### config.mk
export PLATFORM = sky130hd
export DESIGN_NAME = fp_divider_iterative
export DESIGN_NICKNAME = d
export VERILOG_FILES = /design/src/rtl/fp_divider_iterative.sv
export SDC_FILE = /design/constraint.sdc
export NUM_CORES = 1
export LEC_CHECK = 0
export ABC_AREA = 1
export ABC_CLOCK_PERIOD_IN_PS = 4850
export CAP_MARGIN = 20
export CORE_MARGIN = 2
export CORE_UTILIZATION = 55
export CTS_CLUSTER_DIAMETER = 200
export DETAILED_ROUTE_END_ITERATION = 7
export MAX_ROUTING_LAYER = met4
export PLACE_DENSITY_LB_ADDON = 0.2
export SYNTH_ARGS = -nofsm -noshare
export SYNTH_HDL_FRONTEND = slang
export SYNTH_SLANG_ARGS = --single-unit
### constraint.sdc
create_clock -name clk -period 4.85 [get_ports clk]
set_input_delay 1.455 -clock clk [delete_from_list [all_inputs] [get_ports clk]]
set_output_delay 1.455 -clock clk [all_outputs]
set_load 0.01 [all_outputs]
### src/rtl/fp_divider_iterative.sv
// -----------------------------------------------------------------------------
// fp_divider_iterative
//   IEEE-754 single-precision divider built around a radix-2 restoring
//   mantissa divider that retires ITER_PER_CYCLE quotient bits per clock.
//   One operation is in flight at a time; a new one is accepted only while
//   the block is idle. Denormal inputs are flushed to signed zero.
//
// Ports
//   clk                input   clock
//   rst_n              input   asynchronous active-low reset
//   valid_in           input   operands present
//   ready_out          output  block idle, can accept
//   a, b               input   dividend / divisor, IEEE-754 single
//   rounding_mode      input   000 RNE, 001 RTZ, 010 RDN, 011 RUP, 100 RMM
//   out                output  quotient a/b, registered, held until next result
//   valid_out          output  one-cycle result strobe
//   overflow, underflow, inexact, invalid_operation, division_by_zero
//                      output  IEEE flags belonging to out
// -----------------------------------------------------------------------------
module fp_divider_iterative #(
   parameter int ITER_PER_CYCLE = 1
) (
   input  logic        clk,
   input  logic        rst_n,
   input  logic        valid_in,
   output logic        ready_out,
   input  logic [31:0] a,
   input  logic [31:0] b,
   input  logic [2:0]  rounding_mode,
   output logic [31:0] out,
   output logic        valid_out,
   output logic        overflow,
   output logic        underflow,
   output logic        inexact,
   output logic        invalid_operation,
   output logic        division_by_zero
);

   localparam logic [2:0] IDLE   = 3'd0;
   localparam logic [2:0] UNPACK = 3'd1;
   localparam logic [2:0] DIVIDE = 3'd2;
   localparam logic [2:0] ROUND  = 3'd3;
   localparam logic [2:0] DONE   = 3'd4;

   localparam logic [4:0] QBITS = 5'd27;

   localparam logic [2:0] RM_RTZ = 3'b001;
   localparam logic [2:0] RM_RDN = 3'b010;
   localparam logic [2:0] RM_RUP = 3'b011;
   localparam logic [2:0] RM_RMM = 3'b100;

   logic [2:0]         state;
   logic [31:0]        a_r;
   logic [31:0]        b_r;
   logic [2:0]         rm_r;
   logic [4:0]         cnt;
   logic [25:0]        rem;
   logic [23:0]        dvsr;
   logic [26:0]        quo;
   logic               sign_r;
   logic signed [9:0]  exp_r;
   logic               special_r;
   logic [31:0]        spec_out_r;
   logic               spec_inv_r;
   logic               spec_dz_r;
   logic               flush_r;

   assign ready_out = (state == IDLE);

   // ---------------------------------------------------------------------------
   // Operand classification (on the captured operands, used in UNPACK).
   // A denormal has exponent 0, so treating exponent 0 as zero is the flush.
   // ---------------------------------------------------------------------------
   logic       a_zero, b_zero, a_inf, b_inf, a_nan, b_nan, a_snan, b_snan;
   logic       flush_any, res_sign;
   logic       is_special;
   logic [31:0] sp_out;
   logic       sp_inv, sp_dz;

   assign a_zero    = (a_r[30:23] == 8'h00);
   assign b_zero    = (b_r[30:23] == 8'h00);
   assign a_inf     = (a_r[30:23] == 8'hFF) && (a_r[22:0] == 23'd0);
   assign b_inf     = (b_r[30:23] == 8'hFF) && (b_r[22:0] == 23'd0);
   assign a_nan     = (a_r[30:23] == 8'hFF) && (a_r[22:0] != 23'd0);
   assign b_nan     = (b_r[30:23] == 8'hFF) && (b_r[22:0] != 23'd0);
   assign a_snan    = a_nan && !a_r[22];
   assign b_snan    = b_nan && !b_r[22];
   assign flush_any = (a_zero && (a_r[22:0] != 23'd0)) || (b_zero && (b_r[22:0] != 23'd0));
   assign res_sign  = a_r[31] ^ b_r[31];

   // Special cases in priority order; is_special=0 means the mantissa path runs.
   always_comb begin
      is_special = 1'b1;
      sp_out     = 32'd0;
      sp_inv     = 1'b0;
      sp_dz      = 1'b0;
      if (a_nan || b_nan) begin
         sp_out = a_nan ? (a_r | 32'h0040_0000) : (b_r | 32'h0040_0000);
         sp_inv = a_snan || b_snan;
      end else if ((a_zero && b_zero) || (a_inf && b_inf)) begin
         sp_out = 32'h7FC0_0000;
         sp_inv = 1'b1;
      end else if (b_zero) begin
         sp_out = {res_sign, 8'hFF, 23'd0};
         sp_dz  = 1'b1;
      end else if (a_inf) begin
         sp_out = {res_sign, 8'hFF, 23'd0};
      end else if (a_zero || b_inf) begin
         sp_out = {res_sign, 31'd0};
      end else begin
         is_special = 1'b0;
      end
   end

   // ---------------------------------------------------------------------------
   // Restoring division step(s). The partial remainder stays below twice the
   // divisor, so 26 bits are enough. The last DIVIDE cycle may retire fewer
   // than ITER_PER_CYCLE bits so every setting yields exactly 27 bits.
   // ---------------------------------------------------------------------------
   logic [25:0] rem_n;
   logic [26:0] quo_n;
   logic [4:0]  cnt_n;

   // NOTE: blocking assignments inside always_comb chain the unrolled steps;
   // each step sees the previous step's result within the same cycle.
   always_comb begin
      rem_n = rem;
      quo_n = quo;
      cnt_n = cnt;
      for (int i = 0; i < ITER_PER_CYCLE; i++) begin
         if (cnt_n < QBITS) begin
            if (rem_n >= {2'b00, dvsr}) begin
               rem_n = rem_n - {2'b00, dvsr};
               quo_n = {quo_n[25:0], 1'b1};
            end else begin
               quo_n = {quo_n[25:0], 1'b0};
            end
            rem_n = {rem_n[24:0], 1'b0};
            cnt_n = cnt_n + 5'd1;
         end
      end
   end

   // ---------------------------------------------------------------------------
   // Normalisation and rounding of the finished quotient.
   // ---------------------------------------------------------------------------
   logic              q_hi;
   logic [22:0]       mant;
   logic              g_bit, r_bit, s_bit, any_bit, inc;
   logic [23:0]       mant_sum;
   logic signed [9:0] exp_fin;
   logic              ovf, udf;
   logic [31:0]       max_fin, inf_val, ovf_out, norm_out;

   always_comb begin
      q_hi  = quo[26];
      mant  = q_hi ? quo[25:3] : quo[24:2];
      g_bit = q_hi ? quo[2] : quo[1];
      r_bit = q_hi ? quo[1] : quo[0];
      s_bit = (q_hi & quo[0]) | (rem != 26'd0);
      any_bit = g_bit | r_bit | s_bit;

      case (rm_r)
         RM_RTZ:  inc = 1'b0;
         RM_RDN:  inc = sign_r & any_bit;
         RM_RUP:  inc = ~sign_r & any_bit;
         RM_RMM:  inc = g_bit;
         default: inc = g_bit & (r_bit | s_bit | mant[0]);
      endcase

      // A carry into bit 23 leaves the low 23 bits zero, which is exactly the
      // zeroed mantissa that goes with the incremented exponent.
      mant_sum = {1'b0, mant} + {23'd0, inc};
      exp_fin  = exp_r - $signed({9'd0, ~q_hi}) + $signed({9'd0, mant_sum[23]});
      ovf      = (exp_fin > 10'sd254);
      udf      = (exp_fin <= 10'sd0);

      max_fin  = {sign_r, 31'h7F7F_FFFF};
      inf_val  = {sign_r, 8'hFF, 23'd0};
      case (rm_r)
         RM_RTZ:  ovf_out = max_fin;
         RM_RDN:  ovf_out = sign_r ? inf_val : max_fin;
         RM_RUP:  ovf_out = sign_r ? max_fin : inf_val;
         default: ovf_out = inf_val;
      endcase

      norm_out = {sign_r, exp_fin[7:0], mant_sum[22:0]};
   end

   // ---------------------------------------------------------------------------
   // Control and datapath registers.
   // ---------------------------------------------------------------------------
   // NOTE: every datapath register is reset, not just the FSM, so an aborted
   // operation leaves no stale remainder or quotient behind.
   always_ff @(posedge clk or negedge rst_n) begin
      if (!rst_n) begin
         state             <= IDLE;
         a_r               <= 32'd0;
         b_r               <= 32'd0;
         rm_r              <= 3'd0;
         cnt               <= 5'd0;
         rem               <= 26'd0;
         dvsr              <= 24'd0;
         quo               <= 27'd0;
         sign_r            <= 1'b0;
         exp_r             <= 10'sd0;
         special_r         <= 1'b0;
         spec_out_r        <= 32'd0;
         spec_inv_r        <= 1'b0;
         spec_dz_r         <= 1'b0;
         flush_r           <= 1'b0;
         out               <= 32'd0;
         valid_out         <= 1'b0;
         overflow          <= 1'b0;
         underflow         <= 1'b0;
         inexact           <= 1'b0;
         invalid_operation <= 1'b0;
         division_by_zero  <= 1'b0;
      end else begin
         // NOTE: non-blocking assignments for all state so every register
         // samples the pre-edge values regardless of statement order.
         valid_out <= (state == ROUND);
         case (state)
            IDLE: begin
               if (valid_in) begin
                  a_r   <= a;
                  b_r   <= b;
                  rm_r  <= rounding_mode;
                  state <= UNPACK;
               end
            end
            UNPACK: begin
               sign_r     <= res_sign;
               special_r  <= is_special;
               spec_out_r <= sp_out;
               spec_inv_r <= sp_inv;
               spec_dz_r  <= sp_dz;
               flush_r    <= flush_any;
               exp_r      <= $signed({2'b00, a_r[30:23]}) - $signed({2'b00, b_r[30:23]}) + 10'sd127;
               rem        <= {2'b01, a_r[22:0]};
               dvsr       <= {1'b1, b_r[22:0]};
               quo        <= 27'd0;
               cnt        <= 5'd0;
               state      <= is_special ? ROUND : DIVIDE;
            end
            DIVIDE: begin
               rem <= rem_n;
               quo <= quo_n;
               cnt <= cnt_n;
               if (cnt_n >= QBITS) state <= ROUND;
            end
            ROUND: begin
               if (special_r) begin
                  out               <= spec_out_r;
                  overflow          <= 1'b0;
                  underflow         <= flush_r;
                  inexact           <= 1'b0;
                  invalid_operation <= spec_inv_r;
                  division_by_zero  <= spec_dz_r;
               end else begin
                  invalid_operation <= 1'b0;
                  division_by_zero  <= 1'b0;
                  if (ovf) begin
                     out       <= ovf_out;
                     overflow  <= 1'b1;
                     underflow <= 1'b0;
                     inexact   <= 1'b1;
                  end else if (udf) begin
                     out       <= {sign_r, 31'd0};
                     overflow  <= 1'b0;
                     underflow <= 1'b1;
                     inexact   <= 1'b1;
                  end else begin
                     out       <= norm_out;
                     overflow  <= 1'b0;
                     underflow <= flush_r;
                     inexact   <= any_bit;
                  end
               end
               state <= DONE;
            end
            DONE:    state <= IDLE;
            default: state <= IDLE;
         endcase
      end
   end

endmodule

**Word level (Yosys, flattened, before mapping)**

Cells that the tools add are included.

- Register bits: 237
- Latch bits: 0
- Memory bits (writable): 0
- Memory bits (read-only): 0
- Input port bits: 70
- Output and inout bits: 39
- Logic and storage cells: 135
- Memories: 0

- $add $sub $neg: 7
- Multipliers: 0
- Divide/modulo/power cells: 0
- Order comparisons: 5
- Eq/ne operators: 12
- Shift operators: 0
- Multiplexer cells: 48
- Bitwise operators: 12
- Reductions and logical operators: 29

Operators by type and width:

| cell | number |
|---|---|
| two-way mux 32 bit | 10 |
| case mux 32 bit (3 select lines) | 1 |
| case mux 27 bit (2 select lines) | 1 |
| case mux 26 bit (2 select lines) | 1 |
| logical NOT 23 bit | 2 |
| nonzero test 23 bit | 2 |
| two-way mux 31 bit | 1 |
| two-way mux 27 bit | 1 |
| >= comparator 26 x 24 -> 1 bit | 1 |
| two-way mux 26 bit | 1 |
| nonzero test 26 bit | 1 |
| two-way mux 25 bit | 1 |
| subtractor 25 x 24 -> 25 bit | 1 |
| adder 23 x 1 -> 24 bit | 1 |
| two-way mux 1 bit | 24 |
| two-way mux 23 bit | 1 |
| equality test 8 bit, second input constant | 2 |
| logical NOT 8 bit | 2 |
| equality test 3 x 2 -> 1 bit, second input constant | 4 |
| case mux 3 bit (4 select lines) | 1 |
| adder 10 x 2 -> 10 bit | 1 |
| adder 9 x 8 -> 10 bit, second input constant | 1 |
| greater-than comparator 10 x 9 -> 1 bit, second input constant | 1 |
| <= comparator 10 x 1 -> 1 bit, second input constant | 1 |
| 22 further kinds | 50 |

**Depth between registers and ports, before layout**

Gate-level depths: netlist of the first run.

- Word-level depth: 12
- Gate-level depth with buffers: 35
- Mapped depth without buffers: 33

**Worst setup path before layout of the first run**

OpenSTA, ideal clock, no wires.

- Path type: register -> register
- Start point: register quo[26]
- End point: register out[13]
- Setup time: 0.066 ns
- Data arrival time: 4.239 ns
- Data required time: 4.784 ns
- Setup slack: 0.545 ns
- Stages on the path, launching flop included: 36
- Path buffers: 3
- Period minus slack after synthesis: 4.305 ns
- Cells stage by stage: dfrtp_1 buf_4 buf_4 inv_1 o2111ai_1 nor3_1 nand3_1 nand3_1 o211ai_1 ha_1 inv_1 nor2_2 nand2_1 nor4_1 nand4_1 ha_1 inv_1 ha_1 inv_1 fa_1 inv_1 nand2_1 nand2_1 nand2_1 nand2_1 nand2_1 nand2_1 inv_1 nand3_1 nand2_4 nor2_4 buf_6 nand2_1 nand3_1 nand2_1 nand2_1

- Word-level cells in the longest chain between the ends: 12
- Elaborated cells on any way between the ends: 22
- Those cells by class: add/sub (3); order compare (2); mux (7); bitwise (10)

RTL lines:

| what | RTL line | text |
|---|---|---|
| start: declaration | 59 | `logic [26:0] quo;` |
| start signal: assignment | 248 | `quo <= quo_n;` |
| bitwise AND 1 bit | 160 | `s_bit = (q_hi & quo[0]) \| (rem != 26'd0);` |
| OR 1 bit | 160 |  |
| OR 1 bit (2 in a row) | 168 | `default: inc = g_bit & (r_bit \| s_bit \| mant[0]);` |
| bitwise AND 1 bit | 168 |  |
| case mux 1 bit (4 select lines) | 163 | `case (rm_r)` |
| adder 23 x 1 -> 24 bit | 173 | `mant_sum = {1'b0, mant} + {23'd0, inc};` |
| adder 10 x 2 -> 10 bit | 174 | `exp_fin = exp_r - $signed({9'd0, ~q_hi}) + $signed({9'd0, mant_sum[23]});` |
| <= comparator 10 x 1 -> 1 bit | 176 | `udf = (exp_fin <= 10'sd0);` |
| two-way mux 31 bit | 268 | `end else if (udf) begin` |
| two-way mux 32 bit (*) | 263 | `if (ovf) begin` |
| two-way mux 32 bit (*) | 253 | `if (special_r) begin` |
| end signal: assignment | 254 | `out <= spec_out_r;` |
| end signal: assignment | 264 | `out <= ovf_out;` |
| end signal: assignment | 269 | `out <= {sign_r, 31'd0};` |
| end: declaration | 30 | `output logic [31:0] out,` |

Every way passes the cells marked *; elsewhere a longest branch is shown, timed or not.
A chain may end at the register's enable or synchronous reset.

**Worst setup path after layout of the first run**

- Start point: register rm_r[1]
- End point: register out[20]

- Word-level cells in the longest chain between the ends: 8
- Elaborated cells on any way between the ends: 13
- Those cells by class: add/sub (2); order compare (2); eq/ne (4); mux (5)

RTL lines:

| what | RTL line | text |
|---|---|---|
| start: declaration | 55 | `logic [2:0] rm_r;` |
| start signal: assignment | 228 | `rm_r <= rounding_mode;` |
| equality test 3 bit, or another cell as far along | 163 |  |
| case mux 1 bit (4 select lines) | 163 |  |
| adder 23 x 1 -> 24 bit | 173 |  |
| adder 10 x 2 -> 10 bit | 174 |  |
| <= comparator 10 x 1 -> 1 bit | 176 |  |
| two-way mux 31 bit | 268 |  |
| two-way mux 32 bit (*) | 263 |  |
| two-way mux 32 bit (*) | 253 |  |

Marks and branches as above.

==> results of run 1 <==
-- worst max-delay path: cells and delay by family, from the launching register on --
| kind | cells | cell delay [ns] |
|---|---|---|
| flops | 1 | 0.37 |
| compound gates | 1 | 0.12 |
| simple gates | 20 | 2.10 |
| buf+inv | 7 | 0.53 |
| fa+ha+maj | 5 | 1.42 |
-- stage by stage --
| step | power [mW] | cell area [µm²] |
|---|---|---|
| finish | 12.75 | 16810 |
| global route | 13.82 | 16810 |
| CTS | 12.45 | 16630 |
| floorplan | 8.229 | 14280 |
| detailed placement | 10.20 | 15660 |
| global placement | 10.08 | 15660 |
-- power groups by stage --
stage / clock [mW] / sequential (mW) / combinational [mW]
2_1_floorplan: 0 / 3.16 / 5.07
3_3_place_gp: 0 / 3.27 / 6.81
3_5_place_dp: 0 / 3.30 / 6.90
4_1_cts: 2.21 / 3.27 / 6.97
5_1_grt: 2.30 / 3.37 / 8.15
6_report: 2.20 / 3.29 / 7.26
-- cells in the final DEF, fill, tap and decap left out, types with 6 or more instances in the layout --
| cell type | Yosys | routed |
|---|---|---|
| clkbuf_16 | 0 | 27 |
| o21ai_1 | 17 | 18 |
| nand3_1 | 133 | 132 |
| xor2_1 | 21 | 21 |
| o22ai_1 | 33 | 33 |
| clkbuf_8 | 0 | 7 |
| clkdlybuf4s50_1 | 0 | 107 |
| nor3_1 | 21 | 20 |
| nor2_1 | 151 | 146 |
| o211ai_1 | 22 | 22 |
| nand2_1 | 447 | 443 |
| inv_1 | 301 | 294 |
| o21ai_2 | 7 | 7 |
| o21bai_1 | 8 | 8 |
| nand4_1 | 61 | 61 |
| a21o_1 | 6 | 6 |
| ha_1 | 47 | 45 |
| nor2_2 | 8 | 11 |
| nor4_1 | 9 | 7 |
| mux2_2 | 15 | 15 |
| buf_4 | 3 | 29 |
| dfrtp_1 | 237 | 236 |
| xnor2_1 | 13 | 13 |
| o21ai_0 | 111 | 110 |
| a21oi_1 | 159 | 159 |
| inv_2 | 5 | 12 |
-- layout make-up --
cell class                      instances  area [µm²]
Antenna cell                            2       5.005
Tap cell                              330       412.9
Fill cell                            2208        8518
Timing Repair Buffer                  142        1395
Inverter                              308        1156
Clock inverter                         10       183.9
Multi-Input combinational cell       1324        6937
Sequential cell                       237        5932
Clock buffer                           38       787.0
-- kinds of logic after synthesis --
kind of cell | Yosys count
adders and majority gates | 50
AOI/OAI and AO/OA | 375
xor gates and xnor gates | 34
DFF | 237
buffers and inverters | 387
muxes | 15
and+or+nand+nor | 849
-- flip-flops by register name (all words and copies together) (netlist names), 3 cells and up --
| register | cells |
|---|---|
| a_r | 32 |
| b_r | 32 |
| out | 32 |
| spec_out_r | 32 |
| quo | 27 |
| rem | 26 |
| dvsr | 24 |
| exp_r | 10 |
| cnt | 5 |
| rm_r | 3 |
| state | 3 |
-- routing by layer --
layer  vias up  routed length [µm]  GRT usage (%)
li1       6534                   -              -
met1      6271               18260          43.64
met2       522               19090          49.00
met3        97                2820          4.071
met4         0                1449          10.51
met5         -                   0              -
-- repair_timing --
item,in CTS,in global routing
setup endpoints to repair,0,33
gates resized for setup,0,30
buffers inserted,0,10
hold buffers,0,0
-- worst max path at each step --
stage / cells past startpoint / endpoint / start
floorplan: 35 / out[13] / quo[26]
global placement: 34 / out[14] / rm_r[1]
detailed placement: 33 / out[20] / rm_r[1]
CTS: 33 / out[2] / rm_r[1]
global route: 33 / out[0] / rem[5]
finish: 33 / out[20] / rm_r[1]
==> results.txt, run 1 <==
net count after synthesis - 2067
Die W - 165.1 µm
Commonest cells post-synth - nand2_1 (447), inv_1 (301), dfrtp_1 (237), a21oi_1 (159), nor2_1 (151)
Setup Crit Path Kind - reg2reg
worst hold start - dvsr[23]
combinational power share - 56.9%
Yosys top cell area share - 41.53%
slew margin rel. - 31.60%
Total GRT Usage - 31.73%
Flop pwr share - 25.8%
WHS Endpoint - dvsr[23]
worst-margin pin slew - 1.026 ns
final core occ - 66.37%
Post-synth top flop - dfrtp_1
r2r endpoint - out[20]
fraction of synthesized area in multiplexers - 1.183%
HPWL after detailed placement - 30.87 mm
post-route antenna net violation count - 0
fin crit share - 94.41%
Setup WS post-layout - 0.2709 ns
Net Sw Power - 6.058 mW
minimum hold slack - 0.4665 ns
status - complete, no violations
final setup violation count - 0
register area share after synthesis - 41.53%
R2R Path Start - rm_r[1]
Residual DRC - 0
Compound-Gate Fraction of Synth Area - 14.48%
largest net degree at the start of global routing - 117
Syn. warnings - 0
ys async rst share - 100.0%
Reg clk slew, reported paths - 0.06 ns
Yosys top cell by area - dfrtp_1
Clock power frac - 17.3%
Fin. Hold Viols - 0
post-route clock skew - 0.01057 ns
Total Routed Length - 41.61 mm
final non-filler cell total - 2391
CP Capture Type - register
clk_lat worst skew - 0.53 ns
vias in the first global route - 12460
syn avg cell area - 7.335 µm²
dpl ws - 0.09885 ns
DR vias/cell - 5.614
Hold Crit Depth - 2
Post-Synth Adder-Cell Area - 4.538%
Power Density - 758.4 nW/µm²
most frequent cell on the critical path - nand2_1
die area - 27270 µm²
IO Pins - 109
Worst R2R Setup Slack - 0.27 ns
layout cells sized above 1 - 7.479%
Initial Util - 56.39%
Initial DRC Count - 1381
H-Tree Depth - 1
root buf cell - clkbuf_16
xor/xnor share of the synthesized area - 2.085%
WP data required - 5.32 ns
Reg2Reg Depth - 33
Net Sw Frac - 47.52%
Hold WC Path Type - reg2reg
port bufs - 108
first drt pass iteration count - 5
Core Rows - 58
Overflow after GRT - 0
leakage - 8.318 nW
Synth Register Bits - 237
Final Max Slew Viols - 0
antenna violations before repair - 2
largest family of logic cells by synthesized area - simple AND/OR/NAND/NOR gates
Fmax - 0.2184 GHz
Area contributors post-synth - dfrtp_1 (42%), nand2_1 (12%), inv_1 (7.9%)
Tmin final - 4.579 ns
P&R area growth vs syn - 17.70%
worst-path fanout max - 12
CP max stage delay - 0.37 ns
Slowest-stage cell, CP - dfrtp_1
Num CTS Buffers - 26
setup TNS - 0 ns
Max IR drop VDD - 0.0005261 V
EDFF count, synth - 0
die height - 165.1 µm
Worst Setup Start Kind - register
Arr. time, crit path - 5.05 ns
unique cell type count in the Yosys netlist - 45
cell with the most instances after synthesis - nand2_1
Wirelength per Cell - 17.40 µm
maxcap violations - 0
first-pass GRT wire length - 65.76 mm
GPL Wtd Cong - 0.9556
Post-Syn Instances - 1947
CTS Sinks - 237
CTS tree - built
placed cell count - 2331
simple-gate share of the synthesized area - 25.65%
area of the core - 25330 µm²
P_int - 6.690 mW
clk buf depth - 3
DR vias - 13420
final-stage net count - 2159
Mapped Area - 14280 µm²
Note: power is estimated with default switching activity, not from simulation.
==> run 2: changes to the inputs <==
Settings changed: CORE_UTILIZATION 55 to 40, GPL_TIMING_DRIVEN set to 0.
==> run 2 against run 1 <==
Effect of this change: critical endpoint is now out[0]; routed wire length increased by 9.8%; largest cell class unchanged; via count increased by 0.48%; design area increased by 2.5%; count of clock-buffer cells in the layout decreased by 2.
==> results.txt, run 2 (synthesized netlist as in run 1, its figures left out) <==
CTS Sinks - 237 (unchanged)
antenna violations before repair - 1 (was 2)
Arr. time, crit path - 5.00 ns (was 5.05 ns)
Initial Util - 40.35% (was 56.39%)
largest net degree at the start of global routing - 121 (was 117)
dpl ws - -0.8202 ns (was 0.09885 ns)
CTS tree - built (unchanged)
clk_lat worst skew - 0.54 ns (was 0.53 ns)
Hold WC Path Type - reg2reg (unchanged)
Worst R2R Setup Slack - 0.27 ns (about the same)
H-Tree Depth - 1 (unchanged)
root buf cell - clkbuf_16 (unchanged)
Reg clk slew, reported paths - 0.06 ns (about the same)
DR vias/cell - 5.230 (was 5.614)
post-route clock skew - 0.01461 ns (was 0.01057 ns)
DR vias - 13490 (was 13420)
P&R area growth vs syn - 20.69% (was 17.70%)
die height - 193.0 µm (was 165.1 µm)
Slowest-stage cell, CP - dfrtp_1 (unchanged)
Setup WS post-layout - 0.2732 ns (was 0.2709 ns)
Post-CTS Hold Buffers - 0 (unchanged)
worst-margin pin slew - 0.8872 ns (was 1.026 ns)
Fin. Hold Viols - 0 (unchanged)
vias in the first global route - 12930 (was 12460)
final-stage net count - 2217 (was 2159)
port bufs - 108 (unchanged)
Total GRT Usage - 25.49% (was 31.73%)
HPWL after detailed placement - 35.87 mm (was 30.87 mm)
CP startpoint - quo[26] (was rm_r[1])
GPL Wtd Cong - 0.9252 (was 0.9556)
layout cells sized above 1 - 7.038% (was 7.479%)
Final Max Slew Viols - 0 (unchanged)
first-pass GRT wire length - 71.16 mm (was 65.76 mm)
CP max stage delay - 0.40 ns (was 0.37 ns)
WP data required - 5.27 ns (was 5.32 ns)
first drt pass iteration count - 5 (unchanged)
Overflow after GRT - 0 (unchanged)
Worst Setup Start Kind - register (unchanged)
register area - 5931 µm² (was 5932 µm²)
fillcell total - 3621 (was 2208)
final setup violation count - 0 (unchanged)
Total Routed Length - 45.69 mm (was 41.61 mm)
Power Density - 758.9 nW/µm² (was 758.4 nW/µm²)
placed cell count - 2517 (was 2331)
clk buf depth - 3 (unchanged)
leakage - 8.417 nW (was 8.318 nW)
most frequent cells in the layout - nand2_1 (441), inv_1 (295), dfrtp_1 (237) (was nand2_1 (443), inv_1 (294), dfrtp_1 (236))
post-route antenna net violation count - 0 (unchanged)
leading cell type in the layout, fill and taps excluded - nand2_1 (unchanged)
minimum hold slack - 0.4760 ns (was 0.4665 ns)
R2R Path Start - quo[26] (was rm_r[1])
Num CTS Buffers - 26 (unchanged)
Initial DRC Count - 950 (was 1381)
Reg2Reg Depth - 28 (was 33)
Multi-input gate area - 6932 µm² (was 6937 µm²)
slew margin rel. - 40.86% (was 31.60%)
status - complete, no violations (unchanged)
Fmax - 0.2185 GHz (was 0.2184 GHz)
Wirelength per Cell - 17.72 µm (was 17.40 µm)
Core Rows - 69 (was 58)
Setup Crit Path Kind - reg2reg (unchanged)
Max IR drop VDD - 0.0004143 V (was 0.0005261 V)
Residual DRC - 0 (unchanged)
CP Capture Type - register (unchanged)
setup TNS - 0 ns (unchanged)
fin crit share - 94.37% (was 94.41%)
r2r endpoint - out[0] (was out[20])
maxcap violations - 0 (unchanged)
worst hold start - dvsr[23] (unchanged)
IO Pins - 109 (unchanged)
die area - 37230 µm² (was 27270 µm²)
Setup crit end - out[0] (was out[20])
worst-path fanout max - 10 (was 12)
area of the core - 35400 µm² (was 25330 µm²)
Die W - 193.0 µm (was 165.1 µm)
Tmin final - 4.577 ns (was 4.579 ns)
final non-filler cell total - 2579 (was 2391)
run 2: power by group:
| group | internal (mW) | leakage, nW | switching [mW] |
|---|---|---|---|
| clock | 1.58 | 0.515 | 0.821 |
| combinational | 2.61 | 4.98 | 4.80 |
| sequential | 2.73 | 2.92 | 0.531 |
run 2: through the flow:
step | power, mW | utilization, % | instance area, µm²
floorplan | 8.229 | - | 14280
global placement | 10.38 | 45.03 | 15940
detailed placement | 10.46 | 45.12 | 15970
CTS | 13.02 | 48.47 | 17160
global route | 14.23 | 48.69 | 17240
finish | 13.08 | 48.69 | 17240
run 2: repair_timing:
item,4_1_cts,5_1_grt
pin swaps,6,9
endpoints found under the hold margin,0,0
setup endpoints to repair,35,33
gates cloned,2,2
resized for setup,23,17
setup buffers,6,4
run 2: layout make-up:
type	count	share of cell area (%)
timing repair buffer	123	7.078
antenna	1	0.01452
clock buffer	36	4.465
sequential	237	34.41
clock inverter	12	1.670
tap	461	3.347
inverter	308	6.708
buffer	78	2.091
multi-input combinational	1323	40.22
run 2: worst min path at each step:
stage | to | slack (ns) | cells after the start
global placement | dvsr[23] | 0.46 | 2
CTS | dvsr[23] | 0.48 | 2
finish | dvsr[23] | 0.48 | 2
global route | spec_out_r[24] | 0.50 | 2
floorplan | dvsr[23] | 0.43 | 2
detailed placement | out[19] | 0.47 | 2
run 2: layer usage:
| layer | GRT usage, % | vias to the layer above | wire length, µm |
|---|---|---|---|
| met2 | 40.20 | 401 | 20730 |
| met5 | - | - | 0 |
| met4 | 8.159 | 0 | 1603 |
| met3 | 3.367 | 78 | 2405 |
| met1 | 34.13 | 6358 | 20960 |
| li1 | - | 6651 | - |
run 2: worst max-delay path: cells and delay by family, from the launching register on:
kind	cells	cell delay [ns]
adder cells (fa/ha/maj)	3	0.89
flip-flops	1	0.40
buffers and inverters	10	1.20
AND/OR/NAND/NOR	14	1.69
AO/OA/AOI/OAI	1	0.30
==> run 3: changes to the inputs <==
Settings changed: CTS_CLUSTER_SIZE set to 30, GPL_ROUTABILITY_DRIVEN set to 0, HOLD_SLACK_MARGIN set to 0.1.
==> run 3 against run 2 <==
Effect of this change: hold slack worse by 0.0064 ns; critical path depth is 5 higher; first-iteration DRC count is 13% higher; flip-flop and latch count stayed put; combinational power hardly changed; clock skew is 0.00096 ns higher; register-to-register slack worse by 0.02 ns; setup slack worse by 0.025 ns; critical path type unchanged.
==> results.txt, run 3 (synthesized netlist as in run 1, its figures left out) <==
register area - 5931 µm² (unchanged)
Slowest-stage cell, CP - dfrtp_1 (unchanged)
Arr. time, crit path - 5.03 ns (was 5.00 ns)
maxcap violations - 0 (unchanged)
Hold WC Path Type - reg2reg (unchanged)
Overflow after GRT - 0 (unchanged)
Total Routed Length - 43.52 mm (was 45.69 mm)
Fin. Hold Viols - 0 (unchanged)
DR vias/cell - 5.211 (was 5.230)
Post-CTS Hold Buffers - 0 (unchanged)
post-route antenna net violation count - 0 (unchanged)
Inserted Diodes - 0 (was 1)
Initial DRC Count - 1077 (was 950)
Reg clk slew, reported paths - 0.12 ns (was 0.06 ns)
slew margin rel. - 49.43% (was 40.86%)
first-pass GRT wire length - 68.53 mm (was 71.16 mm)
antenna violations before repair - 0 (was 1)
root buf cell - clkbuf_16 (unchanged)
fin crit share - 94.88% (was 94.37%)
Total GRT Usage - 24.18% (was 25.49%)
port bufs - 108 (unchanged)
most frequent cells in the layout - nand2_1 (439), inv_1 (295), dfrtp_1 (237) (was nand2_1 (441), inv_1 (295), dfrtp_1 (237))
setup TNS - 0 ns (unchanged)
Design Power - 11.71 mW (was 13.08 mW)
Wirelength per Cell - 17.07 µm (was 17.72 µm)
top sig layer - met4 (unchanged)
CTS Sinks - 237 (unchanged)
most frequent cell on the critical path - nand2_1
WP data required - 5.27 ns (about the same)
Initial Util - 40.35% (unchanged)
largest net degree at the start of global routing - 97 (was 121)
final-stage net count - 2210 (was 2217)
Tmin final - 4.601 ns (was 4.577 ns)
P&R area growth vs syn - 16.22% (was 20.69%)
Multi-input gate area - 6980 µm² (was 6932 µm²)
layout cells sized above 1 - 6.032% (was 7.038%)
Max IR drop VDD - 0.0003223 V (was 0.0004143 V)
Final Max Slew Viols - 0 (unchanged)
Final Cell Area - 16600 µm² (was 17240 µm²)
Setup Crit Path Kind - reg2reg (unchanged)
area of the core - 35400 µm² (unchanged)
worst-path fanout max - 7 (was 10)
wl on met1 - 20.64 mm (was 20.96 mm)
worst-margin pin slew - 0.7586 ns (was 0.8872 ns)
post-route clock skew - 0.01557 ns (was 0.01461 ns)
clk_lat worst skew - 0.48 ns (was 0.54 ns)
CTS tree - built (unchanged)
Residual DRC - 0 (unchanged)
Core Rows - 69 (unchanged)
Fmax - 0.2173 GHz (was 0.2185 GHz)
Num CTS Buffers - 11 (was 26)
H-Tree Depth - 1 (unchanged)
die height - 193.0 µm (unchanged)
clk buf depth - 3 (unchanged)
CP Capture Type - register (unchanged)
first drt pass iteration count - 6 (was 5)
Worst Setup Start Kind - register (unchanged)
leakage - 8.135 nW (was 8.417 nW)
status - complete, no violations (unchanged)
Placed Instance Area - 16000 µm² (was 15970 µm²)
vias in the first global route - 12580 (was 12930)
final setup violation count - 0 (unchanged)
met2 wire len - 19.81 mm (was 20.73 mm)
HPWL after detailed placement - 34.56 mm (was 35.87 mm)
Power Density - 705.7 nW/µm² (was 758.9 nW/µm²)
CP max stage delay - 0.42 ns (was 0.40 ns)
Die W - 193.0 µm (unchanged)
fillcell total - 3608 (was 3621)
minimum hold slack - 0.4696 ns (was 0.4760 ns)
DR vias - 13290 (was 13490)
routed wl met3 - 2.131 mm (was 2.405 mm)
IO Pins - 109 (unchanged)
leading cell type in the layout, fill and taps excluded - nand2_1 (unchanged)
die area - 37230 µm² (unchanged)
run 3: cell types whose count changed in the layout (fill, tap and decap cells not counted), moves of 2 or more:
cell	previous run	this run
bufinv_16	9	0
clkbuf_1	61	58
clkbuf_16	27	11
ha_4	0	2
nand2_4	1	4
clkbuf_8	6	0
nand2_1	441	439
buf_4	13	18
inv_2	11	9
run 3: power breakdown:
group / leakage, nW / internal (mW) / switching, mW
registers: 2.92 / 2.72 / 0.530
clock network: 0.139 / 0.416 / 0.629
logic: 5.07 / 2.65 / 4.76
total: 8.14 / 5.79 / 5.92
run 3: final timing paths:
path                               start  endpoint  slack [ns]  cells after the start
worst max-delay path             quo[26]    out[2]        0.25                     33
worst min-delay path            dvsr[23]  dvsr[23]        0.47                      2
worst max register to register   quo[26]    out[2]        0.25                     33
worst min register to register  dvsr[23]  dvsr[23]        0.47                      2
max in group asynchronous          rst_n   dvsr[0]        2.79                      3
min in group asynchronous          rst_n   quo[14]        0.85                      1
run 3: area by class of cell:
class | count | share of cell area [%]
repair buffers | 131 | 7.840
clock inverters | 1 | 0.03015
multi-input cells | 1323 | 42.06
well taps | 461 | 3.475
plain buffers | 78 | 2.201
inverters | 308 | 7.003
flip-flops and latches | 237 | 35.73
clock buffers | 11 | 1.658
run 3: per-layer routing:
layer | global-route usage (%) | vias to the layer above
li1 | - | 6617
met1 | 34.12 | 6261
met2 | 38.20 | 368
met3 | 2.389 | 43
met4 | 4.516 | 0
met5 | - | -
run 3: repair_timing:
item                                   CTS  global route
gates resized for setup                 13            39
setup endpoints to repair               35            33
endpoints found under the hold margin    0             0
buffers inserted                         6            11
gates cloned                             0             4
pin swaps                                4            19
run 3: worst max-delay path: cells and delay by family, from the launching register on:
family,cells,cell delay [ns]
AND/OR/NAND/NOR,19,2.01
AO/OA/AOI/OAI,2,0.29
adder cells (fa/ha/maj),4,1.04
buffers and inverters,8,0.77
flip-flops,1,0.42
run 3: stage by stage:
step / cells / utilization [%] / setup WS [ns]
floorplan: 1947 / - / 0.5450
global placement: 2516 / 45.03 / -7.839
detailed placement: 2518 / 45.20 / -0.6902
CTS: 2535 / 46.30 / 0.008571
global route: 2550 / 46.89 / -0.03901
finish: 2550 / 46.89 / 0.2485
